<file path="config.mk">
export PLATFORM = sky130hd
export DESIGN_NAME = id_ex_stage_reg_flat
export DESIGN_NICKNAME = d
export VERILOG_FILES = /design/src/rtl/id_ex_stage_reg_pkg.sv /design/src/rtl/id_ex_stage_reg_if.sv /design/src/rtl/id_ex_stage_reg_pipe_flop_en_clr.sv /design/src/rtl/id_ex_stage_reg.sv /design/src/flat_wrapper.sv
export SDC_FILE = /design/constraint.sdc
export NUM_CORES = 1
export LEC_CHECK = 0
export CORE_ASPECT_RATIO = 1.75
export CORE_MARGIN = 4
export CORE_UTILIZATION = 30
export CTS_CLUSTER_SIZE = 14
export DETAILED_ROUTE_END_ITERATION = 7
export GPL_ROUTABILITY_DRIVEN = 0
export PLACE_DENSITY_LB_ADDON = 0.2
export SETUP_SLACK_MARGIN = 0.1
export SYNTH_ARGS = -nofsm -noshare
export SYNTH_HDL_FRONTEND = slang
export SYNTH_HIERARCHICAL = 1
export SYNTH_SLANG_ARGS = --single-unit
</file>
<file path="constraint.sdc">
create_clock -name clk -period 0.9 [get_ports clk]
set_input_delay 0.225 -clock clk [delete_from_list [all_inputs] [get_ports clk]]
set_output_delay 0.225 -clock clk [all_outputs]
set_load 0.01 [all_outputs]
</file>
<file path="src/rtl/id_ex_stage_reg_pkg.sv">
// Shared definitions for the ID/EX pipeline register: default widths,
// ResultSrc / ALUControl encodings and the packed control bundle.
// Optional build macro used by the top: IDEX_BUBBLE_CNT_EN.
package id_ex_stage_reg_pkg;

    localparam int XLEN_DEF   = 32;
    localparam int REG_AW_DEF = 5;

    typedef enum logic [1:0] {
        RES_ALU = 2'b00,
        RES_MEM = 2'b01,
        RES_PC4 = 2'b10
    } result_src_e;

    typedef enum logic [2:0] {
        ALU_ADD = 3'b000,
        ALU_SUB = 3'b001,
        ALU_AND = 3'b010,
        ALU_OR  = 3'b011,
        ALU_SLT = 3'b101
    } alu_ctrl_e;

    // valid rides with the control bits so that one clear wipes both
    typedef struct packed {
        logic       valid;
        logic       reg_write;
        logic [1:0] result_src;
        logic       mem_write;
        logic       jump;
        logic       branch;
        logic [2:0] alu_control;
        logic       alu_src;
    } ctrl_t;

endpackage

</file>
<file path="src/rtl/id_ex_stage_reg_if.sv">
// Decode-to-execute bundle. master = decode/hazard side, slave = the
// ID/EX register itself.
interface id_ex_stage_reg_if
    import id_ex_stage_reg_pkg::*;
#(
    parameter int XLEN   = XLEN_DEF,
    parameter int REG_AW = REG_AW_DEF
);
    logic              stall_e;
    logic              flush_e;

    logic              valid_d;
    logic              RegWrite_d;
    logic [1:0]        ResultSrc_d;
    logic              MemWrite_d;
    logic              jump_d;
    logic              branch_d;
    logic [2:0]        ALUControl_d;
    logic              ALUSrc_d;
    logic [XLEN-1:0]   rd1_d, rd2_d, pc_d, pcplus4_d, immext_d;
    logic [REG_AW-1:0] rs1_d, rs2_d, rd_d;

    logic              valid_e;
    logic              RegWrite_e;
    logic [1:0]        ResultSrc_e;
    logic              MemWrite_e;
    logic              jump_e;
    logic              branch_e;
    logic [2:0]        ALUControl_e;
    logic              ALUSrc_e;
    logic [XLEN-1:0]   rd1_e, rd2_e, pc_e, pcplus4_e, immext_e;
    logic [REG_AW-1:0] rs1_e, rs2_e, rd_e;

    modport master (
        output stall_e, flush_e,
        output valid_d, RegWrite_d, ResultSrc_d, MemWrite_d, jump_d, branch_d,
               ALUControl_d, ALUSrc_d, rd1_d, rd2_d, pc_d, pcplus4_d, immext_d,
               rs1_d, rs2_d, rd_d,
        input  valid_e, RegWrite_e, ResultSrc_e, MemWrite_e, jump_e, branch_e,
               ALUControl_e, ALUSrc_e, rd1_e, rd2_e, pc_e, pcplus4_e, immext_e,
               rs1_e, rs2_e, rd_e
    );

    modport slave (
        input  stall_e, flush_e,
        input  valid_d, RegWrite_d, ResultSrc_d, MemWrite_d, jump_d, branch_d,
               ALUControl_d, ALUSrc_d, rd1_d, rd2_d, pc_d, pcplus4_d, immext_d,
               rs1_d, rs2_d, rd_d,
        output valid_e, RegWrite_e, ResultSrc_e, MemWrite_e, jump_e, branch_e,
               ALUControl_e, ALUSrc_e, rd1_e, rd2_e, pc_e, pcplus4_e, immext_e,
               rs1_e, rs2_e, rd_e
    );

endinterface

</file>
<file path="src/rtl/id_ex_stage_reg_pipe_flop_en_clr.sv">
// Generic pipeline flop bank: async active-low reset, synchronous clear
// (wins over enable) and load enable.
module pipe_flop_en_clr #(
    parameter int WIDTH = 8
) (
    input  logic             clk,
    input  logic             rst_n,
    input  logic             en_i,
    input  logic             clr_i,
    input  logic [WIDTH-1:0] d_i,
    output logic [WIDTH-1:0] q_o
);

    logic [WIDTH-1:0] q_q;

    // clear beats enable; otherwise load when enabled, else hold
    always_ff @(posedge clk or negedge rst_n) begin
        if (!rst_n) begin
            q_q <= '0;
        end else if (clr_i) begin
            q_q <= '0;
        end else if (en_i) begin
            q_q <= d_i;
        end
    end

    assign q_o = q_q;

endmodule

</file>
<file path="src/rtl/id_ex_stage_reg.sv">
// ID/EX pipeline register of the 5-stage RV32I core. Flush inserts a
// bubble, stall holds, otherwise the decode bundle is captured. Control
// bits are zeroed whenever an invalid slot is loaded so a bubble can never
// write registers/memory or redirect the PC.
// Optional build macro IDEX_BUBBLE_CNT_EN adds a saturating bubble counter.
module id_ex_stage_reg
    import id_ex_stage_reg_pkg::*;
#(
    parameter int XLEN   = XLEN_DEF,
    parameter int REG_AW = REG_AW_DEF
) (
    input  logic              clk,
    input  logic              rst_n,
    id_ex_stage_reg_if.slave  bus
`ifdef IDEX_BUBBLE_CNT_EN
    ,
    output logic [31:0]       bubble_cnt
`endif
);

    localparam int CW = $bits(ctrl_t);
    localparam int DW = 5 * XLEN + 3 * REG_AW;

    logic          capture;
    logic          bubble_load;
    ctrl_t         ctrl_d;
    ctrl_t         ctrl_q;
    logic [DW-1:0] data_d;
    logic [DW-1:0] data_q;

    assign capture     = ~bus.stall_e;
    // a bubble is loaded on flush, or when capturing an empty decode slot
    assign bubble_load = bus.flush_e | (capture & ~bus.valid_d);

    // pack decode controls; encodings pass through untouched
    always_comb begin
        ctrl_d             = '0;
        ctrl_d.valid       = bus.valid_d;
        ctrl_d.reg_write   = bus.RegWrite_d;
        ctrl_d.result_src  = bus.ResultSrc_d;
        ctrl_d.mem_write   = bus.MemWrite_d;
        ctrl_d.jump        = bus.jump_d;
        ctrl_d.branch      = bus.branch_d;
        ctrl_d.alu_control = bus.ALUControl_d;
        ctrl_d.alu_src     = bus.ALUSrc_d;
    end

    assign data_d = {bus.rd1_d, bus.rd2_d, bus.pc_d, bus.pcplus4_d, bus.immext_d,
                     bus.rs1_d, bus.rs2_d, bus.rd_d};

    pipe_flop_en_clr #(.WIDTH(CW)) u_ctrl_flop (
        .clk   (clk),
        .rst_n (rst_n),
        .en_i  (capture),
        .clr_i (bubble_load),
        .d_i   (ctrl_d),
        .q_o   (ctrl_q)
    );

    // data of an invalid slot is kept as-is; only a flush wipes it
    pipe_flop_en_clr #(.WIDTH(DW)) u_data_flop (
        .clk   (clk),
        .rst_n (rst_n),
        .en_i  (capture),
        .clr_i (bus.flush_e),
        .d_i   (data_d),
        .q_o   (data_q)
    );

    assign bus.valid_e      = ctrl_q.valid;
    assign bus.RegWrite_e   = ctrl_q.reg_write;
    assign bus.ResultSrc_e  = ctrl_q.result_src;
    assign bus.MemWrite_e   = ctrl_q.mem_write;
    assign bus.jump_e       = ctrl_q.jump;
    assign bus.branch_e     = ctrl_q.branch;
    assign bus.ALUControl_e = ctrl_q.alu_control;
    assign bus.ALUSrc_e     = ctrl_q.alu_src;

    assign {bus.rd1_e, bus.rd2_e, bus.pc_e, bus.pcplus4_e, bus.immext_e,
            bus.rs1_e, bus.rs2_e, bus.rd_e} = data_q;

`ifdef IDEX_BUBBLE_CNT_EN
    logic [31:0] bubble_cnt_q;
    logic [31:0] bubble_cnt_d;

    // count bubble loads, sticking at all-ones
    always_comb begin
        bubble_cnt_d = bubble_cnt_q;
        if (bubble_load && (bubble_cnt_q != 32'hFFFF_FFFF)) begin
            bubble_cnt_d = bubble_cnt_q + 32'd1;
        end
    end

    // bubble counter register
    always_ff @(posedge clk or negedge rst_n) begin
        if (!rst_n) begin
            bubble_cnt_q <= '0;
        end else begin
            bubble_cnt_q <= bubble_cnt_d;
        end
    end

    assign bubble_cnt = bubble_cnt_q;
`endif

endmodule

</file>
<file path="src/flat_wrapper.sv">
// flat-port wrapper written by rule: the top's interface ports become plain ports
module id_ex_stage_reg_flat import id_ex_stage_reg_pkg::*;
#(
    parameter int XLEN   = XLEN_DEF,
    parameter int REG_AW = REG_AW_DEF
)
  (clk, rst_n, bus_stall_e, bus_flush_e, bus_valid_d, bus_RegWrite_d, bus_ResultSrc_d, bus_MemWrite_d, bus_jump_d, bus_branch_d, bus_ALUControl_d, bus_ALUSrc_d, bus_rd1_d, bus_rd2_d, bus_pc_d, bus_pcplus4_d, bus_immext_d, bus_rs1_d, bus_rs2_d, bus_rd_d, bus_valid_e, bus_RegWrite_e, bus_ResultSrc_e, bus_MemWrite_e, bus_jump_e, bus_branch_e, bus_ALUControl_e, bus_ALUSrc_e, bus_rd1_e, bus_rd2_e, bus_pc_e, bus_pcplus4_e, bus_immext_e, bus_rs1_e, bus_rs2_e, bus_rd_e);
  id_ex_stage_reg_if #(.XLEN(XLEN), .REG_AW(REG_AW)) bus_i ();
  input  logic clk;
  input  logic rst_n;
  input wire logic [$bits(bus_i.stall_e)-1:0] bus_stall_e;
  input wire logic [$bits(bus_i.flush_e)-1:0] bus_flush_e;
  input wire logic [$bits(bus_i.valid_d)-1:0] bus_valid_d;
  input wire logic [$bits(bus_i.RegWrite_d)-1:0] bus_RegWrite_d;
  input wire logic [$bits(bus_i.ResultSrc_d)-1:0] bus_ResultSrc_d;
  input wire logic [$bits(bus_i.MemWrite_d)-1:0] bus_MemWrite_d;
  input wire logic [$bits(bus_i.jump_d)-1:0] bus_jump_d;
  input wire logic [$bits(bus_i.branch_d)-1:0] bus_branch_d;
  input wire logic [$bits(bus_i.ALUControl_d)-1:0] bus_ALUControl_d;
  input wire logic [$bits(bus_i.ALUSrc_d)-1:0] bus_ALUSrc_d;
  input wire logic [$bits(bus_i.rd1_d)-1:0] bus_rd1_d;
  input wire logic [$bits(bus_i.rd2_d)-1:0] bus_rd2_d;
  input wire logic [$bits(bus_i.pc_d)-1:0] bus_pc_d;
  input wire logic [$bits(bus_i.pcplus4_d)-1:0] bus_pcplus4_d;
  input wire logic [$bits(bus_i.immext_d)-1:0] bus_immext_d;
  input wire logic [$bits(bus_i.rs1_d)-1:0] bus_rs1_d;
  input wire logic [$bits(bus_i.rs2_d)-1:0] bus_rs2_d;
  input wire logic [$bits(bus_i.rd_d)-1:0] bus_rd_d;
  output wire logic [$bits(bus_i.valid_e)-1:0] bus_valid_e;
  output wire logic [$bits(bus_i.RegWrite_e)-1:0] bus_RegWrite_e;
  output wire logic [$bits(bus_i.ResultSrc_e)-1:0] bus_ResultSrc_e;
  output wire logic [$bits(bus_i.MemWrite_e)-1:0] bus_MemWrite_e;
  output wire logic [$bits(bus_i.jump_e)-1:0] bus_jump_e;
  output wire logic [$bits(bus_i.branch_e)-1:0] bus_branch_e;
  output wire logic [$bits(bus_i.ALUControl_e)-1:0] bus_ALUControl_e;
  output wire logic [$bits(bus_i.ALUSrc_e)-1:0] bus_ALUSrc_e;
  output wire logic [$bits(bus_i.rd1_e)-1:0] bus_rd1_e;
  output wire logic [$bits(bus_i.rd2_e)-1:0] bus_rd2_e;
  output wire logic [$bits(bus_i.pc_e)-1:0] bus_pc_e;
  output wire logic [$bits(bus_i.pcplus4_e)-1:0] bus_pcplus4_e;
  output wire logic [$bits(bus_i.immext_e)-1:0] bus_immext_e;
  output wire logic [$bits(bus_i.rs1_e)-1:0] bus_rs1_e;
  output wire logic [$bits(bus_i.rs2_e)-1:0] bus_rs2_e;
  output wire logic [$bits(bus_i.rd_e)-1:0] bus_rd_e;
  assign bus_i.stall_e = bus_stall_e;
  assign bus_i.flush_e = bus_flush_e;
  assign bus_i.valid_d = bus_valid_d;
  assign bus_i.RegWrite_d = bus_RegWrite_d;
  assign bus_i.ResultSrc_d = bus_ResultSrc_d;
  assign bus_i.MemWrite_d = bus_MemWrite_d;
  assign bus_i.jump_d = bus_jump_d;
  assign bus_i.branch_d = bus_branch_d;
  assign bus_i.ALUControl_d = bus_ALUControl_d;
  assign bus_i.ALUSrc_d = bus_ALUSrc_d;
  assign bus_i.rd1_d = bus_rd1_d;
  assign bus_i.rd2_d = bus_rd2_d;
  assign bus_i.pc_d = bus_pc_d;
  assign bus_i.pcplus4_d = bus_pcplus4_d;
  assign bus_i.immext_d = bus_immext_d;
  assign bus_i.rs1_d = bus_rs1_d;
  assign bus_i.rs2_d = bus_rs2_d;
  assign bus_i.rd_d = bus_rd_d;
  assign bus_valid_e = bus_i.valid_e;
  assign bus_RegWrite_e = bus_i.RegWrite_e;
  assign bus_ResultSrc_e = bus_i.ResultSrc_e;
  assign bus_MemWrite_e = bus_i.MemWrite_e;
  assign bus_jump_e = bus_i.jump_e;
  assign bus_branch_e = bus_i.branch_e;
  assign bus_ALUControl_e = bus_i.ALUControl_e;
  assign bus_ALUSrc_e = bus_i.ALUSrc_e;
  assign bus_rd1_e = bus_i.rd1_e;
  assign bus_rd2_e = bus_i.rd2_e;
  assign bus_pc_e = bus_i.pc_e;
  assign bus_pcplus4_e = bus_i.pcplus4_e;
  assign bus_immext_e = bus_i.immext_e;
  assign bus_rs1_e = bus_i.rs1_e;
  assign bus_rs2_e = bus_i.rs2_e;
  assign bus_rd_e = bus_i.rd_e;
  id_ex_stage_reg #(.XLEN(XLEN), .REG_AW(REG_AW)) u_core (.clk(clk), .rst_n(rst_n), .bus(bus_i));
endmodule
</file>
; Yosys cells after proc, flatten, opt, wreduce, memory -nomap -nowiden
; Index checks and enable logic that the tools add are counted.
[classes]
n_eq_ne = 2
muxes = 4
bitwise_logic = 4
[op_table]
columns = operator, n
row1 = $mux 175, 2
row2 = $mux 11, 2
row3 = $ne 2x1->1 const B, 2
row4 = $not 1->1, 2
row5 = $and 1x1->1, 1
row6 = $or 1x1->1, 1
[totals]
reg_bits = 186
output_inout_bits = 186
wordCells = 12

; Logic depth before layout (Yosys ltp)
[logic_depth]
word_depth = 4
ltp_mapped = 6

; Hierarchy
; Netlist, hierarchy kept.
[by_module_without_submodules]
columns = module, instances, cells_per_inst, area_each_um2
row1 = pipe_flop_en_clr (u_core.u_data_flop), 1, 564, 7169.4
row2 = pipe_flop_en_clr (u_core.u_ctrl_flop), 1, 35, 441.7
row3 = id_ex_stage_reg, 1, 2, 11.3

; Worst setup path before layout
; OpenSTA, ideal clock, no wires.
[synth_timing]
path_type = input to register
startpoint = input port bus_stall_e
endpoint = register u_core.u_data_flop.q_q[122], in the netlist u_core/u_data_flop/q_o[122]
setup_ns = 0.132
t_arrival_ns = 0.995
required_ns = 0.768
path_slack_ns = -0.227
stages = 6
path_buffers = 3
cell_sequence = inv_1 buf_4 buf_8 buf_12 mux2i_1 nor2_1
[synth_via]
elab_chain_len = 1
[synth_rtl]
columns = element, line
row1 = "start, declared", flat_wrapper.sv:11  ; input wire logic [$bits(bus_i.stall_e)-1:0] bus_stall_e;
row2 = $ne 2x1->1 (no line), -
row3 = "end signal, assigned", id_ex_stage_reg_pipe_flop_en_clr.sv:23  ; q_q <= d_i;
row4 = "end, declared", id_ex_stage_reg_pipe_flop_en_clr.sv:14  ; logic [WIDTH-1:0] q_q;
; No other way between the ends.
; A chain may end at the register's enable or synchronous reset.

; Worst setup path after layout
[layout_timing]
startpoint = register u_core.u_data_flop.q_q[155], in the netlist u_core/u_data_flop/q_o[155]
endpoint = output port bus_rd1_e[12]
[layout_lines]
columns = element, line
row1 = "end, declared", flat_wrapper.sv:37  ; output wire logic [$bits(bus_i.rd1_e)-1:0] bus_rd1_e;
; No word-level cell between the ends.

==> metrics.md <==
| Metric | Value |
|---|---|
| Largest net degree at the start of global routing | 33 |
| Post-route setup slack | -0.305 ns |
| Max-cap violations | 0 |
| Startpoint Class | flop |
| Avg Cell Area, Syn | around 13 sq um |
| DRT Pass-1 Iters | 4 |
| Clock-pin transition on the worst setup and hold timing paths | 0.07 ns |
| Tmin final | around 1.2 ns |
| RSZ-0062 raised after global routing | yes |
| Share of cells above drive strength 1 | between 30 and 40% |
| Worst slew pin tran | just under 0.3 ns |
| Area share of the largest cell type after synthesis | 61.1% |
| Area leader, netlist | dfrtp_1 |
| Starting Density | 30.7% |
| Failing checks | negative setup slack |
| Hpwl dp | 18.3 mm |
| Worst EP required | 0.67 ns |
| Final setup fails | around 190 |
| # rows | 76 |
| Crit-path max cell delay | 0.40 ns |
| Ys async rst share | 100% |
| Seq cells post-synth | 186 |
| Post-synth EDFFs | 0 |
| Power per cell area | roughly 1600 nW/um^2 |
| Die area | approximately 28000 sq um |
| Clk root buf | clkbuf_16 |
| Setup crit end kind | output port |
| Via-per-instance ratio | ~4.4 |
| Worst skew pair latency | 0.44 ns |
| Reg-to-reg slack, setup | -0.04 ns |
| Part of the cycle the worst path needs | 134% |
| Slew HR | 80.7% |
| Nets | roughly 1300 |
| DR vias | 6211 |
| VDD IR max | around 0.0012 V |
| # port buffers | 375 |
| Fillers | 2195 |
| Die Wd | 128 um |
| Worst endpoint data arrival time | ~0.98 ns |
| Top post-synthesis cells by area | dfrtp_1 (61%), mux2i_1 (24%), nor2_1 (9.2%) |
| CTS Buffer Depth | 2 |
| Worst Hold Class | in2reg |
| Clk_skew | 0 ns |
| CTS tree | yes |
| Crit-path max FO | 2 |
| Final total power | 0.0207 W |
| WL/cell | 18.2 um |
| Overall Global Routing Usage | 17.7% |
| CTS Buf Count | 17 |
| Initial antenna violation count | 2 |
| Post-route cell area | 13200 sq um |
| Antenna Nets Post-Route | 0 |
| Setup TNS | -53.05 ns |
| WP buf/inv | 1 |
| Post-route core utilization | 53.2% |
| DRT iter0 DRCs | between 200 and 250 |
| Ys flop type | dfrtp_1 |
| DR DRC count | 0 |
| Max frequency | 0.830 GHz |
| Final hold vios | 0 |
| Worst hold margin | about 0.17 ns |
| Critical-path cell list | buf_2 |
| Chip Height | 219 um |
| Clock sink count | 186 |
| Syn Nets | between 700 and 800 |
| Post-Synthesis Cells | 601 |
| Fin. max-slew vios | 0 |
| Vias in the first global route | 6322 |
| GRT overflow | 0 |
| Sequential fraction of the synthesis area | 61.1% |
| CTS H-tree lvls | 4 |
| Setup Crit Path Kind | reg2out |
| Mapped cell area | 7620 sq um |
| Final wirelength | 25.6 mm |
| Static leakage | 6.82 nW |
| Critical path's top delay family | flip-flops |
| Yosys warns | 6 |
| Unique masters post-synth | 11 |
| Area Overhead vs Synth | 73.3% |
| Slowest-stage cell, CP | dfrtp_1 |
| Core footprint | 24800 sq um |
| Outcome | finished with violations |
| IO Count | ~380 |
| Top cells by count, synth | dfrtp_1 (186), mux2i_1 (186), nor2_1 (186) |
| First-pass GRT wire length | between 30 and 40 mm |
| Area after DPL | 12100 sq um |
[final cells by class]
class / count / area [sq um] / area share, %
antenna: 2 / 5.00 / 0.0379
clock buffer: 20 / 467 / 3.53
clock inverter: 12 / 123 / 0.928
inverter: 1 / 20.0 / 0.152
multi-input combinational: 373 / 2590 / 19.6
sequential: 186 / 4650 / 35.2
tap: 312 / 390 / 2.95
timing repair buffer: 502 / 4940 / 37.4
timing repair inverter: 2 / 25.0 / 0.189
[where the power goes]
part / switching (W) / internal, W / total (W) / leakage [nW]
Sequential: 0.000302 / 0.00882 / 0.00913 / 2.47
Clock: 0.00330 / 0.00429 / 0.00759 / 0.291
Combinational: 0.00159 / 0.00241 / 0.00401 / 4.05
Total: 0.00519 / 0.0155 / 0.0207 / 6.82
[cell usage in the layout, fill, tap and decap left out]
master	synthesis	final
clkdlybuf4s50_1	0	186
nor2_1	186	186
dfrtp_1	186	186
mux2i_1	186	182
buf_6	1	128
buf_4	3	81
buf_2	2	77
buf_12	6	20
clkbuf_16	0	19
clkinv_2	0	6
buf_16	0	6
clkbuf_8	0	4
mux2i_2	0	3
diode_2	0	2
clkinvlp_4	0	2
bufinv_16	0	2
clkinv_4	0	2
inv_12	0	1
inv_6	0	1
dlygate4sd3_1	0	1
inv_16	0	1
o21bai_1	1	1
mux2i_4	0	1
[per-layer routing]
| metal | part of all wire [%] | vias up | wire length (um) | global-route usage, % |
|---|---|---|---|---|
| li1 | - | 2967 | - | - |
| met1 | 36 | 2976 | 9320 | 19.7 |
| met2 | 54 | 232 | 13700 | 31.4 |
| met3 | 7.0 | 36 | 1800 | 4.77 |
| met4 | 3.0 | 0 | 758 | 7.71 |
| met5 | 0 | - | 0 | 0 |
[state kept, by name (all words and copies together), names as in the netlist]
register / flops
u_core/u_ctrl_flop/q_o: 11
u_core/u_data_flop/q_o: 175
[metrics by stage]
| stage | instances | setup WS, ns |
|---|---|---|
| 2_1_floorplan | 601 | -0.102 |
| 3_3_place_gp | 1307 | -0.650 |
| 3_5_place_dp | 1307 | -0.714 |
| 4_1_cts | 1365 | -0.347 |
| 5_1_grt | 1410 | -0.358 |
| 6_report | 1410 | -0.305 |
[final timing paths]
path	cells past startpoint	start	to
max	1	u_core/u_data_flop/q_o[155]	bus_rd1_e[12]
min	3	bus_flush_e	u_core/u_data_flop/q_o[60]
max reg2reg	4	u_core/u_data_flop/q_o[46]	u_core/u_data_flop/q_o[46]
min reg2reg	2	u_core/u_data_flop/q_o[162]	u_core/u_data_flop/q_o[162]
max in group asynchronous	3	rst_n	u_core/u_data_flop/q_o[139]
min in group asynchronous	2	rst_n	u_core/u_data_flop/q_o[92]
[kinds of logic (layout without fill, tap and decap cells)]
group           Yosys count  after routing  share of synthesized area [%]
mux                     186            186                           24.4
flops                   186            186                           61.1
simple gates            186            186                           9.16
buf+inv                  42            537                           5.25
compound gates            1              1                         0.0985
other cells               0              2                              0
[what timing repair did]
action                     4_1_cts  5_1_grt
setup endpoints to repair      372      247
gates resized for setup        876       52
pin swaps                        7       48
buffers inserted                25       53
cloned                           5        2
hold buffers                     1        0
hold endpoints to repair       186        0
No activity file was read; power rests on OpenSTA's default activity.
